**config.mk**
```make
export PLATFORM = sky130hd
export DESIGN_NAME = uart_tx_scheduler_flat
export DESIGN_NICKNAME = d
export VERILOG_FILES = /design/src/rtl/uart_sched_pkg.sv /design/src/rtl/uart_tx_scheduler_if.sv /design/src/rtl/uart_tx_scheduler_rr_arbiter.sv /design/src/rtl/uart_tx_scheduler.sv /design/src/flat_wrapper.sv
export SDC_FILE = /design/constraint.sdc
export NUM_CORES = 1
export LEC_CHECK = 0
export ABC_AREA = 1
export CAP_MARGIN = 40
export CORE_MARGIN = 4
export CORE_UTILIZATION = 50
export CTS_BUF_LIST = sky130_fd_sc_hd__clkbuf_4 sky130_fd_sc_hd__clkbuf_8 sky130_fd_sc_hd__clkbuf_16
export CTS_CLUSTER_SIZE = 24
export DETAILED_ROUTE_END_ITERATION = 12
export PLACE_DENSITY = 0.78
export SLEW_MARGIN = 0
export SYNTH_ARGS = -nofsm -noshare
export SYNTH_HDL_FRONTEND = slang
export SYNTH_SLANG_ARGS = --single-unit
```
**constraint.sdc**
```tcl
create_clock -name Clk_100M -period 3.7 [get_ports Clk_100M]
set_clock_uncertainty 0.1 [all_clocks]
set_input_delay 0.925 -clock Clk_100M [delete_from_list [all_inputs] [get_ports Clk_100M]]
set_output_delay 0.925 -clock Clk_100M [all_outputs]
set_load 0.01 [all_outputs]
```
**src/rtl/uart_sched_pkg.sv**
```systemverilog
// Shared definitions for the UART transmit scheduler: FSM encoding, default
// timing parameters and the clog2 helper used for width checks.
package uart_sched_pkg;

    typedef enum logic [2:0] {
        S_IDLE,
        S_LOAD,
        S_START,
        S_WAIT_HI,
        S_WAIT_LO
    } sched_state_t;

    localparam int unsigned DEF_BUSY_TIMEOUT = 16;
    localparam int unsigned DEF_LOCK_HOLD    = 20000;

    function automatic int unsigned clog2(input int unsigned n);
        int unsigned r;
        r = 0;
        for (int unsigned v = (n > 0) ? n - 1 : 0; v > 0; v = v >> 1) begin
            r++;
        end
        return r;
    endfunction

endpackage

```
**src/rtl/uart_tx_scheduler_if.sv**
```systemverilog
// Requester and transmitter side signals of the UART transmit scheduler.
// The scheduler uses the slave modport; sources and the transmitter use master.
interface uart_tx_scheduler_if #(
    parameter int unsigned NUM_REQ = 4,
    parameter int unsigned ID_W    = 2
);
    logic [NUM_REQ-1:0]   req;
    logic [8*NUM_REQ-1:0] req_data;
    logic [NUM_REQ-1:0]   req_last;
    logic [NUM_REQ-1:0]   req_ack;
    logic                 tx_start;
    logic [7:0]           tx_data;
    logic                 tx_busy;
    logic [ID_W-1:0]      active_id;
    logic                 locked;
    logic                 timeout_err;

    modport master (
        output req, req_data, req_last, tx_busy,
        input  req_ack, tx_start, tx_data, active_id, locked, timeout_err
    );

    modport slave (
        input  req, req_data, req_last, tx_busy,
        output req_ack, tx_start, tx_data, active_id, locked, timeout_err
    );
endinterface

```
**src/rtl/uart_tx_scheduler_rr_arbiter.sv**
```systemverilog
// Combinational round-robin picker: first eligible request at or after
// (pointer + 1) mod NUM_REQ. The pointer register lives in the scheduler.
module rr_arbiter #(
    parameter int unsigned NUM_REQ = 4,
    parameter int unsigned ID_W    = 2
) (
    input  logic [NUM_REQ-1:0] request,
    input  logic [ID_W-1:0]    pointer,
    input  logic [NUM_REQ-1:0] mask,
    output logic [NUM_REQ-1:0] grant,
    output logic [ID_W-1:0]    id,
    output logic               valid
);
    logic [NUM_REQ-1:0] eligible;
    logic [ID_W-1:0]    idx;

    always_comb begin
        eligible = request & mask;
        grant    = '0;
        id       = '0;
        valid    = 1'b0;
        idx      = '0;
        for (int unsigned k = 1; k <= NUM_REQ; k++) begin
            idx = ID_W'((32'(pointer) + k) % NUM_REQ);
            if (!valid && eligible[idx]) begin
                valid      = 1'b1;
                id         = idx;
                grant[idx] = 1'b1;
            end
        end
    end
endmodule

```
**src/rtl/uart_tx_scheduler.sv**
```systemverilog
// Shares one 8N1 UART transmitter between NUM_REQ byte streams with
// round-robin arbitration, per-message locking and a busy-rise timeout.
module uart_tx_scheduler
    import uart_sched_pkg::*;
#(
    parameter int unsigned NUM_REQ      = 4,
    parameter int unsigned ID_W         = 2,
    parameter int unsigned BUSY_TIMEOUT = DEF_BUSY_TIMEOUT,
    parameter int unsigned LOCK_HOLD    = DEF_LOCK_HOLD
) (
    input  logic                Clk_100M,
    input  logic                Rst,
    uart_tx_scheduler_if.slave  bus
);
    localparam int unsigned TMO_W  = clog2(BUSY_TIMEOUT + 1);
    localparam int unsigned HOLD_W = clog2(LOCK_HOLD + 1);

    if (ID_W != clog2(NUM_REQ) || NUM_REQ < 2 || NUM_REQ > 8 || BUSY_TIMEOUT < 2) begin : g_param_check
        $error("uart_tx_scheduler: unsupported parameter combination");
    end

    sched_state_t       state;
    logic [ID_W-1:0]    rr;
    logic [TMO_W-1:0]   tmo_cnt;
    logic [HOLD_W-1:0]  hold_cnt;

    logic [NUM_REQ-1:0] mask;
    logic [NUM_REQ-1:0] grant;
    logic [ID_W-1:0]    grant_id;
    logic               grant_valid;

    assign mask = bus.locked ? (NUM_REQ'(1) << bus.active_id) : '1;

    rr_arbiter #(
        .NUM_REQ (NUM_REQ),
        .ID_W    (ID_W)
    ) u_arb (
        .request (bus.req),
        .pointer (rr),
        .mask    (mask),
        .grant   (grant),
        .id      (grant_id),
        .valid   (grant_valid)
    );

    // Outputs are registered, so each state's actions are committed on the
    // edge entering it: ack/latch on IDLE->LOAD, start pulse on LOAD->START.
    always_ff @(posedge Clk_100M or posedge Rst) begin
        if (Rst) begin
            state           <= S_IDLE;
            bus.req_ack     <= '0;
            bus.tx_start    <= 1'b0;
            bus.tx_data     <= '0;
            bus.active_id   <= '0;
            bus.locked      <= 1'b0;
            bus.timeout_err <= 1'b0;
            rr              <= '0;
            tmo_cnt         <= '0;
            hold_cnt        <= '0;
        end else begin
            bus.req_ack     <= '0;
            bus.tx_start    <= 1'b0;
            bus.timeout_err <= 1'b0;
            case (state)
                S_IDLE: begin
                    if (!bus.tx_busy) begin
                        if (grant_valid) begin
                            state         <= S_LOAD;
                            bus.req_ack   <= grant;
                            bus.tx_data   <= bus.req_data[{grant_id, 3'b000} +: 8];
                            bus.active_id <= grant_id;
                            bus.locked    <= !bus.req_last[grant_id];
                            rr            <= grant_id;
                            hold_cnt      <= '0;
                        end else if (bus.locked) begin
                            if (hold_cnt == HOLD_W'(LOCK_HOLD - 1)) begin
                                bus.locked <= 1'b0;
                                hold_cnt   <= '0;
                            end else begin
                                hold_cnt <= hold_cnt + 1'b1;
                            end
                        end
                    end
                end
                S_LOAD: begin
                    bus.tx_start <= 1'b1;
                    state        <= S_START;
                end
                S_START: begin
                    tmo_cnt <= '0;
                    state   <= S_WAIT_HI;
                end
                S_WAIT_HI: begin
                    // tmo_cnt lags the cycles since start by one, so the pulse
                    // lands exactly BUSY_TIMEOUT cycles after tx_start.
                    if (bus.tx_busy) begin
                        state <= S_WAIT_LO;
                    end else if (tmo_cnt == TMO_W'(BUSY_TIMEOUT - 2)) begin
                        bus.timeout_err <= 1'b1;
                        bus.locked      <= 1'b0;
                        hold_cnt        <= '0;
                        state           <= S_IDLE;
                    end else begin
                        tmo_cnt <= tmo_cnt + 1'b1;
                    end
                end
                S_WAIT_LO: begin
                    if (!bus.tx_busy) begin
                        state <= S_IDLE;
                    end
                end
                default: state <= S_IDLE;
            endcase
        end
    end
endmodule

```
**src/flat_wrapper.sv**
```systemverilog
// flat-port wrapper written by rule: the top's interface ports become plain ports
module uart_tx_scheduler_flat import uart_sched_pkg::*;
#(
    parameter int unsigned NUM_REQ      = 4,
    parameter int unsigned ID_W         = 2,
    parameter int unsigned BUSY_TIMEOUT = DEF_BUSY_TIMEOUT,
    parameter int unsigned LOCK_HOLD    = DEF_LOCK_HOLD
)
  (Clk_100M, Rst, bus_req, bus_req_data, bus_req_last, bus_tx_busy, bus_req_ack, bus_tx_start, bus_tx_data, bus_active_id, bus_locked, bus_timeout_err);
  uart_tx_scheduler_if #(.NUM_REQ(NUM_REQ), .ID_W(ID_W)) bus_i ();
  input  logic Clk_100M;
  input  logic Rst;
  input wire logic [$bits(bus_i.req)-1:0] bus_req;
  input wire logic [$bits(bus_i.req_data)-1:0] bus_req_data;
  input wire logic [$bits(bus_i.req_last)-1:0] bus_req_last;
  input wire logic [$bits(bus_i.tx_busy)-1:0] bus_tx_busy;
  output wire logic [$bits(bus_i.req_ack)-1:0] bus_req_ack;
  output wire logic [$bits(bus_i.tx_start)-1:0] bus_tx_start;
  output wire logic [$bits(bus_i.tx_data)-1:0] bus_tx_data;
  output wire logic [$bits(bus_i.active_id)-1:0] bus_active_id;
  output wire logic [$bits(bus_i.locked)-1:0] bus_locked;
  output wire logic [$bits(bus_i.timeout_err)-1:0] bus_timeout_err;
  assign bus_i.req = bus_req;
  assign bus_i.req_data = bus_req_data;
  assign bus_i.req_last = bus_req_last;
  assign bus_i.tx_busy = bus_tx_busy;
  assign bus_req_ack = bus_i.req_ack;
  assign bus_tx_start = bus_i.tx_start;
  assign bus_tx_data = bus_i.tx_data;
  assign bus_active_id = bus_i.active_id;
  assign bus_locked = bus_i.locked;
  assign bus_timeout_err = bus_i.timeout_err;
  uart_tx_scheduler #(.NUM_REQ(NUM_REQ), .ID_W(ID_W), .BUSY_TIMEOUT(BUSY_TIMEOUT), .LOCK_HOLD(LOCK_HOLD)) u_core (.Clk_100M(Clk_100M), .Rst(Rst), .bus(bus_i));
endmodule
```
-- Word level (Yosys, flattened, before mapping)
Cells that the tools add are included.
- output and inout port bits: 17
- bits in registers: 40
- word-level logic and storage cells: 125
- input port bits: 43
- bitwise logic cells: 5
- shift-type cells: 2
- order comparisons: 9
- add/subtract/negate cells: 6
- mux-type cells: 61
- reductions and logical operators: 19
- equality and inequality tests: 14
- operators with widths (cell ; count):
    $mux W15 ; 6
    $mux W4 ; 8
    $shiftx A32 B6 Y8 ; 1
    $pmux W15 S2 ; 1
    $mux W1 ; 23
    $add A15 B1 Y15 const B ; 1
    $eq A15 B15 Y1 const B ; 1
    $lt A2 B3 Y1 const B ; 5
    $mux W3 ; 5
    $pmux W3 S5 ; 1
    $or A4 B4 Y4 ; 3
    $bmux W1 S2 ; 5
    $mux W5 ; 2
    $pmux W5 S2 ; 1
    $demux W1 S2 ; 4
    $ge A2 B1 Y1 const B ; 4
    $mux W2 ; 4
    $ne A2 B2 Y1 const B ; 4
    $reduce_and A4 Y1 ; 2
    $logic_and A1 B1 Y1 ; 7
    $eq A3 B2 Y1 const B ; 2
    $reduce_and A3 Y1 ; 2
    $add A5 B1 Y5 const B ; 1
    $eq A5 B4 Y1 const B ; 1
    other kinds (15) ; 22

-- Depth between registers and ports, before layout
Gate-level depths: netlist of the first run.
- depth after elaboration: 21
- mapped depth: 19
- mapped depth without buffers: 18

-- Hierarchy
Synthesis of the first run repeated with hierarchy kept, for this count alone.
- cell total of the unflattened synthesis: 439
- area total of the unflattened synthesis: 2959.1 um^2
- modules (own cells, without submodules) (module ; sequential area each (um^2) ; cells each ; instances ; area each (um^2)):
    uart_tx_scheduler ; 1001.0 ; 344 ; 1 ; 2407.3
    rr_arbiter ; 0.0 ; 95 ; 1 ; 551.8

-- Least setup slack after synthesis of the first run
No wires, ideal clock.
- kind: register to register
- from: register u_core.rr[0]
- to: register u_core.bus.tx_data[1]
- period minus slack after synthesis: 2.521 ns
- setup slack: 1.179 ns
- path buffers: 1
- arrival: 2.290 ns
- library setup time: 0.130 ns
- data required time: 3.470 ns
- stages on the path, launching flop included: 15
- path through: dfrtp_1 > inv_2 > ha_1 > inv_1 > nand2_1 > nand3_1 > nand3_1 > nand2_2 > nand3_1 > nand3_1 > nand3_4 > buf_6 > or2_1 > o211ai_1 > nand3_1
- word-level cells in the longest chain between the ends: 16
- elaborated cells on any way between the ends: 31
- those cells by class: add/sub (4); shift (2); mux (17); bitwise (1); reduce/logical (7)
- ends and longest elaborated chain (item ; RTL line ; text):
    from (decl) ; uart_tx_scheduler.sv:23 ; logic [ID_W-1:0] rr;
    from (signal assigned) ; uart_tx_scheduler.sv:73 ; rr <= grant_id;
    $shl A1 B2 Y4 ; n/a ;
    $mux W4 ; n/a ;
    $and A4 B4 Y4 ; n/a ;
    $bmux W1 S2 ; uart_tx_scheduler_rr_arbiter.sv:25 ; if (!valid && eligible[idx]) begin
    $mux W1 (implied by the code) ; uart_tx_scheduler_rr_arbiter.sv:25 ;
    $mux W1 ; uart_tx_scheduler_rr_arbiter.sv:25 ;
    $logic_not A1 Y1 ; uart_tx_scheduler_rr_arbiter.sv:25 ;
    $logic_and A1 B1 Y1 ; uart_tx_scheduler_rr_arbiter.sv:25 ;
    $mux W1 ; uart_tx_scheduler_rr_arbiter.sv:25 ;
    $logic_not A1 Y1 ; uart_tx_scheduler_rr_arbiter.sv:25 ;
    $logic_and A1 B1 Y1 ; uart_tx_scheduler_rr_arbiter.sv:25 ;
    $mux W1 ; uart_tx_scheduler_rr_arbiter.sv:25 ;
    $logic_not A1 Y1 ; uart_tx_scheduler_rr_arbiter.sv:25 ;
    $logic_and A1 B1 Y1 ; uart_tx_scheduler_rr_arbiter.sv:25 ;
    $mux W2 / $mux W1 (equally long branches) ; uart_tx_scheduler_rr_arbiter.sv:25 ;
    $shiftx A32 B6 Y8 / $reduce_and A3 Y1 (equally long branches) ; n/a ;
    to (signal assigned) ; uart_tx_scheduler.sv:70 ; bus.tx_data <= bus.req_data[{grant_id, 3'b000} +: 8];
    to (decl) ; uart_tx_scheduler_if.sv:25 ; output req_ack, tx_start, tx_data, active_id, locked, timeout_err
Parallel ways exist; a longest one is shown, timed or not. The select of a mux whose other input is x is not followed.
A chain may end at the register's enable or synchronous reset.

-- Final worst setup path of the first run
- from: register u_core.rr[1]
- to: register u_core.bus.tx_data[0]
Same word-level chain as after synthesis.

==> reports/metrics.csv, run 1 <==
metric;value;unit
status;finished clean;
fin area;3620;µm²
CP required;3790;ps
DP Area;3520;µm²
Post-synth ARST share;100;%
Tightest Hold Check Type;reg2reg;
# fillers;500;
crit share post-route;80.4;%
DP Wirelength;5260;µm
DRT iter0 DRCs;126;
RSZ-0062 raised after global routing;false;
Critical R2R Capture;u_core.bus.tx_data[0];
CTS sink cnt;40;
Top Ports;60;
WL/cell;12.5;µm
Avg Cell Area, Syn;7.27;µm²
Post-Synth Adder-Cell Area;4.77;%
VDD IR max;0.551;mV
buffers from clock root to sink, at most;2;
Tmin final;2970;ps
clk slew on worst S/H paths;80;ps
crit-path cells;inv_1 -> ha_1 -> inv_1 -> nand2_1 -> nand3_1 -> nand3_1 -> nand2_2 -> nand3_1 -> nand3_1 -> nand3_4 -> inv_2 -> nand2_1 -> nand3_1 -> nand2_1 -> nand2_1 -> nand2_1;
number of synthesized flops with an enable pin;0;
count leader, synth;nand2_1;
Max transition margin;62.3;%
PD cells;828;nW/µm²
Yosys top cell area share;34.7;%
final hold violation count;0;
antenna violations before repair;0;
Antenna diodes;0;
drt first pass iters;4;
height of the die;84.0;µm
final count of pins violating max slew;0;
Yosys warning total;0;
CP startpoint kind;register;
CTS Buf Count;5;
Hold Slack;393;ps
CP Data Arrival Time;3060;ps
# nets final;512;
slowest stage cell on the critical path;dfrtp_1;
Top FF cell, synth;dfrtp_1;
Net Count, Synth;451;
TNS Setup;0;ps
largest family of logic cells by synthesized area;simple AND/OR/NAND/NOR gates;
DP Worst Slack;540;ps
total grt overflow;0;
Routed WL;6620;µm
area delta synth->final;25.2;%
hold buffers post-CTS;0;
Finish-stage setup viols;0;
worst slew pin tran;565;ps
CTS tree;yes;
PnR worst setup slack;725;ps
post-synthesis instance total;397;
clk_lat worst skew;290;ps
GPL Wtd Cong;0.860;
mux contribution to synthesized area;0;%
Compound-Gate Fraction of Synth Area;10.6;%
DRC;0;
crit path buf inv count;3;
critical path depth in cells;16;
vias in the first global route;2706;
hold path cells;2;
worst reg2reg path startpoint;u_core.rr[1];
r2r worst-path depth;16;
Yosys reg bits;40;
first-pass GRT wire length;11600;µm
Commonest cells post-synth;nand2_1, inv_1, dfrtp_1;
kind of end point of the critical path;register;
DRT antenna net count;0;
non-filler cells, final;531;
top cell type by total area after synthesis;dfrtp_1;
critical path's largest stage delay;570;ps
GRT Util Overall;19.5;%
placement row count;27;
vias per inst;5.13;
Crit Path Category;reg2reg;
# resized after CTS;0;
core area;5540;µm²
Synth area leaders;dfrtp_1, nand2_1, inv_1;
sequential cell area;1000;µm²
Vias;2723;
MaxCap Viol Count;0;
post-synthesis sequential area ratio;34.7;%
Synth Area in Simple Gates;37.5;%
Unique masters post-synth;36;
CP delay by family, top;simple AND/OR/NAND/NOR gates;
XOR/XNOR share of the synthesized area;1.52;%
Fmax;0.336;GHz
clk root buf;clkbuf_8;
Worst R2R Setup Slack;730;ps
Setup Buffers After CTS;0;
Setup crit end;u_core.bus.tx_data[0];
H-tree depth;2;
crit path from;u_core.rr[1];
die width;84.0;µm
Initial Util;52.1;%
Multi-input gate area;1570;µm²
Die ar.;7060;µm²
largest net degree at the start of global routing;27;
port buffer count;59;
proportion of layout cells with a drive suffix above 1;9.15;%
Cell Count Post-Placement;523;
leak pwr;1.71;nW
Netlist Area Pre-Place;2890;µm²
crit-path max FO;24;
sequential cells by signal, indices dropped and copies added (netlist names):
name / flops
u_core.bus.tx_data: 8
u_core.bus.tx_start: 1
u_core.rr: 2
u_core.bus.req_ack: 4
u_core.bus.timeout_err: 1
u_core.state: 3
u_core.tmo_cnt: 5
u_core.bus.locked: 1
u_core.hold_cnt: 15
cell usage in the layout, fill, tap and decap left out, types with 4 or more instances in the layout:
master	synthesis	routed
nor2_1	39	39
nand2_2	10	10
o211ai_1	12	12
nor3_1	11	11
ha_1	11	11
dfrtp_1	40	40
nor3b_2	4	4
o21ai_1	6	6
a221oi_1	4	4
a21oi_1	8	8
or2_1	5	5
clkbuf_8	0	6
clkdlybuf4s50_1	0	59
nand3_1	34	34
nand2_1	89	89
o21ai_0	8	8
nand4_1	9	9
nand3_2	4	4
o22ai_1	4	4
inv_1	64	64
worst reg2reg max path, stage by stage (launching register included):
cell and delay, ps:
dfrtp_1 570, inv_1 250, ha_1 250, inv_1 100
nand2_1 90, nand3_1 140, nand3_1 120, nand2_2 130
nand3_1 140, nand3_1 180, nand3_4 230, inv_2 250
nand2_1 80, nand3_1 70, nand2_1 50, nand2_1 70
nand2_1 50
kinds of logic (layout without fill, tap and decap cells):
family                   Yosys count  after routing
AND/OR/NAND/NOR                  219            219
buffers and inverters             74            136
AO/OA/AOI/OAI                     48             48
flip-flops                        40             40
adder cells (fa/ha/maj)           11             11
XOR/XNOR                           5              5
through the flow:
step           utilization [%]  power [mW]
3_5_place_dp              63.5        2.70
5_1_grt                   65.3        3.31
2_1_floorplan                -        2.30
3_3_place_gp              63.5        2.65
4_1_cts                   65.3        3.01
6_report                  65.3        2.99
final cells by class:
cell class	instances	share of cell area, %
multi-input combinational	283	43.4
sequential	40	27.7
timing repair buffer	60	16.5
inverter	68	7.20
tap	72	2.49
clock buffer	6	2.28
clock inverter	2	0.415
power breakdown:
| part | internal, mW | switching (mW) | leakage, nW |
|---|---|---|---|
| sequential | 0.567 | 0.127 | 0.531 |
| combinational | 0.723 | 1.27 | 1.14 |
| clock | 0.151 | 0.155 | 0.0434 |
| total | 1.44 | 1.55 | 1.71 |
worst min path at each step:
stage | slack, ps | from | end
detailed placement | 370 | u_core.bus.tx_data[6] | u_core.bus.tx_data[6]
finish | 390 | u_core.bus.tx_data[7] | u_core.bus.tx_data[7]
global placement | 360 | u_core.bus.tx_data[6] | u_core.bus.tx_data[6]
floorplan | 360 | u_core.state[2] | u_core.bus.tx_start
CTS | 390 | u_core.bus.tx_data[6] | u_core.bus.tx_data[6]
global route | 430 | u_core.bus.tx_data[4] | u_core.bus.tx_data[4]
routing by layer:
| metal | wire length (µm) | global-route usage, % | vias to the layer above |
|---|---|---|---|
| li1 | - | - | 1412 |
| met1 | 3020 | 24.5 | 1237 |
| met2 | 3200 | 33.6 | 65 |
| met3 | 312 | 4.34 | 9 |
| met4 | 93 | 5.41 | 0 |
| met5 | 0 | 0 | - |
Note: power is estimated with default switching activity, not from simulation.
==> run 2: changes to the inputs <==
==> constraint.sdc (replaced) <==
create_clock -name Clk_100M -period 2.8 [get_ports Clk_100M]
set_clock_uncertainty 0.1 [all_clocks]
set_input_delay 0.7 -clock Clk_100M [delete_from_list [all_inputs] [get_ports Clk_100M]]
set_output_delay 0.7 -clock Clk_100M [all_outputs]
set_load 0.01 [all_outputs]
==> run 2 against run 1 <==
Against the previous run:
- via count increased by 2.4%
- sequential power increased by 27%
- worst hold slack improved by 3.4 ps
- design area increased by 3.3%
- combinational power increased by 47%
- global-route usage about the same
- power increased by 43%
- non-clock buffer count increased by 10
==> reports/metrics.csv, run 2 (synthesis gave the netlist of run 1 again) <==
metric;value;unit;change
status;finished clean;;
port buffer count;59;;unchanged
DRC;0;;unchanged
VDD IR max;0.905;mV;+64%
crit path buf inv count;2;;-1
vias per inst;5.14;;+0.31%
CTS Buf Count;5;;unchanged
Tightest Hold Check Type;reg2reg;;
crit-path max FO;9;;-63%
RSZ-0062 raised after global routing;false;;
proportion of layout cells with a drive suffix above 1;12.3;%;+3.2 points
most common cell after layout, fill and taps aside;nand2_1;;
most frequent cells in the layout;nand2_1, inv_1, clkdlybuf4s50_1, dfrtp_1, nor2_1;;
die width;84.0;µm;unchanged
Antenna diodes;0;;unchanged
PD cells;1140;nW/µm²;+38%
final hold violation count;0;;unchanged
Routed WL;6620;µm;about the same
drt first pass iters;5;;+1
leak pwr;1.78;nW;+3.7%
hold buffers post-CTS;0;;unchanged
largest net degree at the start of global routing;41;;+52%
CTS tree;yes;;
GPL Wtd Cong;0.902;;+4.8%
most flop-heavy register;u_core.hold_cnt;;
worst slew pin tran;495;ps;-70.4 ps
CP required;2870;ps;-920 ps
core area;5540;µm²;unchanged
CTS sink cnt;40;;unchanged
GRT Util Overall;19.5;%;+0.025 points
final count of pins violating max slew;0;;unchanged
Regs by FF count;u_core.hold_cnt x15, u_core.bus.tx_data x8, u_core.tmo_cnt x5;;
clk_lat worst skew;290;ps;about the same
MaxCap Viol Count;0;;unchanged
vias in the first global route;2661;;-1.7%
DRT antenna net count;0;;unchanged
max reg flops;15;;unchanged
Tmin final;2620;ps;-354 ps
# fillers;482;;-3.6%
crit share post-route;93.6;%;+13 points
CP delay by family, top;simple AND/OR/NAND/NOR gates;;
kind of end point of the critical path;register;;
Power, Total;4.27;mW;+43%
non-filler cells, final;542;;+2.1%
Initial Util;52.1;%;unchanged
Fmax;0.382;GHz;+13%
# nets final;523;;+2.1%
buffers from clock root to sink, at most;2;;unchanged
slowest stage cell on the critical path;dfrtp_2;;
WL/cell;12.2;µm;-2.1%
CP Data Arrival Time;2690;ps;-370 ps
H-tree depth;2;;unchanged
sequential cell area;1000;µm²;+0.12%
Vias;2788;;+2.4%
clk root buf;clkbuf_8;;
DRT iter0 DRCs;160;;+27%
Crit Path Category;reg2reg;;
Die ar.;7060;µm²;unchanged
critical path's largest stage delay;450;ps;-120 ps
first-pass GRT wire length;11600;µm;+0.30%
Cell Count Post-Placement;533;;+1.9%
height of the die;84.0;µm;unchanged
total grt overflow;0;;unchanged
Max transition margin;67.0;%;+4.7 points
Multi-input gate area;1590;µm²;+1.3%
antenna violations before repair;0;;unchanged
DP Wirelength;5250;µm;about the same
CP startpoint kind;register;;
clk slew on worst S/H paths;80;ps;about the same
Finish-stage setup viols;0;;unchanged
area delta synth->final;29.3;%;
Hold Slack;396;ps;+3.35 ps
Top Ports;60;;unchanged
TNS Setup;0;ps;unchanged
placement row count;27;;unchanged
crit-path cells;buf_4 -> ha_1 -> inv_1 -> nand2_1 -> nand3_2 -> nand2_2 -> nand2_2 -> nand2_4 -> nor2_4 -> nand3_1 -> a21oi_2 -> nor2_1 -> o211ai_1 -> nand3_1;;
==> run 2: cell count changes in the layout (fill, tap and decap cells not counted), sizes merged <==
cell	previous run	this run
bufinv	0	1
buf	1	11
clkinv	0	1
clkbuf	6	5
nand3	40	41
clkinvlp	2	1
==> run 2: final timing paths <==
check	startpoint	to	slack, ps	cells past startpoint
worst max-delay path	u_core.rr[0]	u_core.bus.tx_data[1]	180	14
worst min-delay path	u_core.bus.tx_data[2]	u_core.bus.tx_data[2]	400	2
worst max register to register	u_core.rr[0]	u_core.bus.tx_data[1]	180	14
worst min register to register	u_core.bus.tx_data[2]	u_core.bus.tx_data[2]	400	2
max in group asynchronous	Rst	u_core.rr[0]	1480	3
min in group asynchronous	Rst	u_core.bus.req_ack[2]	740	3
==> run 2: per-stage QoR <==
stage	area (µm²)	utilization (%)	setup slack (ps)
floorplan	2890	-	279
global placement	3590	64.9	41.5
detailed placement	3590	64.9	-63.4
CTS	3700	66.9	160
global route	3730	67.4	8.79
finish	3730	67.4	179
==> run 2: tightest hold or removal path, cell delays in order, from the launching register on <==
cell,delay (ps)
dfrtp_1,350
nand2_1,50
nand2_1,60
==> run 2: layout make-up <==
type | instances | area share (%)
Tap cell | 72 | 2.41
Clock inverter | 3 | 1.14
Sequential cell | 40 | 26.8
Timing Repair Buffer | 70 | 18.0
Multi-Input combinational cell | 284 | 42.6
Clock buffer | 5 | 1.84
Inverter | 68 | 7.17
==> run 2: power by group <==
part / switching, mW / internal, mW / total, mW
Combinational: 1.81 / 1.11 / 2.92
Clock: 0.199 / 0.264 / 0.462
Sequential: 0.132 / 0.752 / 0.884
==> run 2: repair_timing <==
| action | 4_1_cts | 5_1_grt |
|---|---|---|
| gates resized for setup | 0 | 8 |
| setup endpoints to repair | 0 | 9 |
| setup buffers | 0 | 0 |
==> run 2: per-layer routing <==
metal | global-route usage [%] | wire length [µm] | vias to the layer above
li1 | - | - | 1437
met1 | 25.6 | 3040 | 1242
met2 | 33.0 | 3140 | 97
met3 | 2.86 | 332 | 12
met4 | 6.29 | 109 | 0
met5 | 0 | 0 | -
==> run 3: changes to the inputs <==
--- a/config.mk
+++ b/config.mk
@@ -8,11 +8,11 @@
 export ABC_AREA = 1
 export CAP_MARGIN = 40
 export CORE_MARGIN = 4
-export CORE_UTILIZATION = 50
+export CORE_UTILIZATION = 52
 export CTS_BUF_LIST = sky130_fd_sc_hd__clkbuf_4 sky130_fd_sc_hd__clkbuf_8 sky130_fd_sc_hd__clkbuf_16
 export CTS_CLUSTER_SIZE = 24
 export DETAILED_ROUTE_END_ITERATION = 12
-export PLACE_DENSITY = 0.78
+export PLACE_DENSITY = 0.81
 export SLEW_MARGIN = 0
 export SYNTH_ARGS = -nofsm -noshare
 export SYNTH_HDL_FRONTEND = slang
==> run 3 against run 2 <==
Against the previous run:
- global-route usage grew 2.3 points
- design area increased by 1.1%
- core utilization rose by 4.7 points
- critical path type unchanged
==> reports/metrics.csv, run 3 (synthesis gave the netlist of run 1 again) <==
metric;value;unit;change
status;finished clean;;
Pint;2.27;mW;+6.7%
final hold violation count;0;;unchanged
largest net degree at the start of global routing;41;;unchanged
buffers from clock root to sink, at most;2;;unchanged
port buffer count;59;;unchanged
Vias;2860;;+2.6%
H-tree depth;2;;unchanged
CTS Buf Count;5;;unchanged
MaxCap Viol Count;0;;unchanged
DP Area;3610;µm²;+0.35%
Worst R2R Setup Slack;210;ps;+30 ps
PD cells;1180;nW/µm²;+3.4%
Hold Slack;397;ps;+1.07 ps
worst slew pin tran;486;ps;-9.06 ps
clk root buf;clkbuf_8;;
die width;82.5;µm;-1.8%
hold buffers post-CTS;0;;unchanged
slowest stage cell on the critical path;dfrtp_2;;
CTS tree;yes;;
max reg flops;15;;unchanged
Crit Path Category;reg2reg;;
GRT Util Overall;21.8;%;+2.3 points
Antenna diodes;0;;unchanged
Tightest Hold Check Type;reg2reg;;
most flop-heavy register;u_core.hold_cnt;;
CP delay by family, top;simple AND/OR/NAND/NOR gates;;
Gate power share;67.9;%;-0.6 points
clk slew on worst S/H paths;70;ps;about the same
clk_lat worst skew;290;ps;about the same
DRC;0;;unchanged
final count of pins violating max slew;0;;unchanged
placement row count;26;;-3.7%
crit path from;u_core.rr[0];;
proportion of layout cells with a drive suffix above 1;12.9;%;+0.56 points
total grt overflow;0;;unchanged
DRT antenna net count;0;;unchanged
utilization after layout;72.1;%;+4.7 points
Power, Total;4.47;mW;+4.6%
first-pass GRT wire length;11700;µm;+1.3%
drt first pass iters;4;;-1
crit path buf inv count;2;;unchanged
CP required;2870;ps;about the same
Max transition margin;67.6;%;+0.60 points
vias per inst;5.27;;+2.4%
# nets final;527;;+0.76%
most common cell after layout, fill and taps aside;nand2_1;;
Tmin final;2590;ps;-32.8 ps
DP Wirelength;5390;µm;+2.5%
DRT iter0 DRCs;199;;+24%
VDD IR max;1.16;mV;+28%
area delta synth->final;30.8;%;
# fillers;409;;-15%
fin area;3780;µm²;+1.1%
Sw Ratio;49.2;%;-0.98 points
CP Data Arrival Time;2650;ps;-40 ps
Top Ports;60;;unchanged
Fmax;0.386;GHz;+1.3%
GPL Wtd Cong;0.924;;+2.5%
leak pwr;1.80;nW;+1.6%
WL/cell;12.7;µm;+4.0%
Regs by FF count;u_core.hold_cnt x15, u_core.bus.tx_data x8, u_core.tmo_cnt x5;;
most frequent cells in the layout;nand2_1, inv_1, clkdlybuf4s50_1, dfrtp_1, nor2_1;;
vias in the first global route;2810;;+5.6%
crit-path max FO;9;;unchanged
power share of the clock group;12.3;%;+1.5 points
critical path's largest stage delay;430;ps;-20 ps
CP startpoint kind;register;;
Die ar.;6810;µm²;-3.5%
part of the power in registers;19.8;%;-0.9 points
kind of end point of the critical path;register;;
worst reg2reg path startpoint;u_core.rr[0];;
Finish-stage setup viols;0;;unchanged
height of the die;82.5;µm;-1.8%
CTS sink cnt;40;;unchanged
hold_sp;u_core.bus.tx_data[3];;
crit-path cells;buf_4 -> ha_1 -> inv_1 -> nand2_1 -> nand3_2 -> nand2_2 -> nand2_2 -> nand2_4 -> nor2_4 -> nand3_1 -> a21oi_2 -> nor2_1 -> o211ai_1 -> nand3_1;;
Initial Util;55.1;%;+3.0 points
core area;5240;µm²;-5.5%
Net Sw Power;2.20;mW;+2.6%
antenna violations before repair;0;;unchanged
Routed WL;6900;µm;+4.2%
crit share post-route;92.4;%;-1.2 points
==> run 3: cell count changes in the layout (fill, tap and decap cells not counted), sizes merged <==
cell | previous run | this run
clkinv | 1 | 0
bufinv | 1 | 2
buf | 11 | 15
clkinvlp | 1 | 0
==> run 3: worst reg2reg max path, cell delays in order, from the launching register on <==
cell and delay (ps):
dfrtp_2 430, buf_4 180, ha_1 210, inv_1 110, nand2_1 100, nand3_2 110, nand2_2 70, nand2_2 90
nand2_4 70, nor2_4 130, nand3_1 160, a21oi_2 310, nor2_1 170, o211ai_1 130, nand3_1 90
==> run 3: layout make-up <==
type / count / area (µm²) / share of cell area (%)
tap: 70 / 87.6 / 2.32
timing repair buffer: 74 / 703 / 18.6
multi-input combinational: 284 / 1590 / 42.1
clock inverter: 2 / 60.1 / 1.59
clock buffer: 5 / 68.8 / 1.82
sequential: 40 / 1000 / 26.5
inverter: 68 / 265 / 7.02
==> run 3: per-stage QoR <==
stage                     std cells  setup TNS, ps  setup WS, ps
after floorplan                 397              0           279
after global placement          533              0          1.92
after detailed placement        533           -627          -109
after CTS                       540              0           132
after global routing            543          -2.90         -2.90
final                           543              0           212
==> run 3: power by group through the flow <==
| stage | Combinational [mW] | Clock [mW] | Sequential [mW] |
|---|---|---|---|
| CTS | 2.87 | 0.560 | 0.885 |
| finish | 3.03 | 0.548 | 0.886 |
| detailed placement | 2.87 | 0 | 0.892 |
| global placement | 2.77 | 0 | 0.887 |
| floorplan | 2.11 | 0 | 0.929 |
| global route | 3.38 | 0.590 | 0.909 |
==> run 3: per-layer routing <==
layer | global-route usage, % | share of wire (%)
met3 | 6.07 | 7.7
met4 | 6.86 | 1.4
met5 | 0 | 0
met2 | 37.3 | 46
met1 | 26.4 | 45
==> run 3: final timing paths <==
check                                         to  cells after the start
hold reg to reg            u_core.bus.tx_data[3]                      2
min in group asynchronous     u_core.hold_cnt[1]                      3
hold / removal             u_core.bus.tx_data[3]                      2
setup / recovery           u_core.bus.tx_data[4]                     14
setup reg to reg           u_core.bus.tx_data[4]                     14
max in group asynchronous           u_core.rr[0]                      3
==> run 3: repair_timing <==
| action | in CTS | in global routing |
|---|---|---|
| setup buffers | 0 | 2 |
| setup endpoints to repair | 0 | 12 |
| gates resized for setup | 0 | 7 |
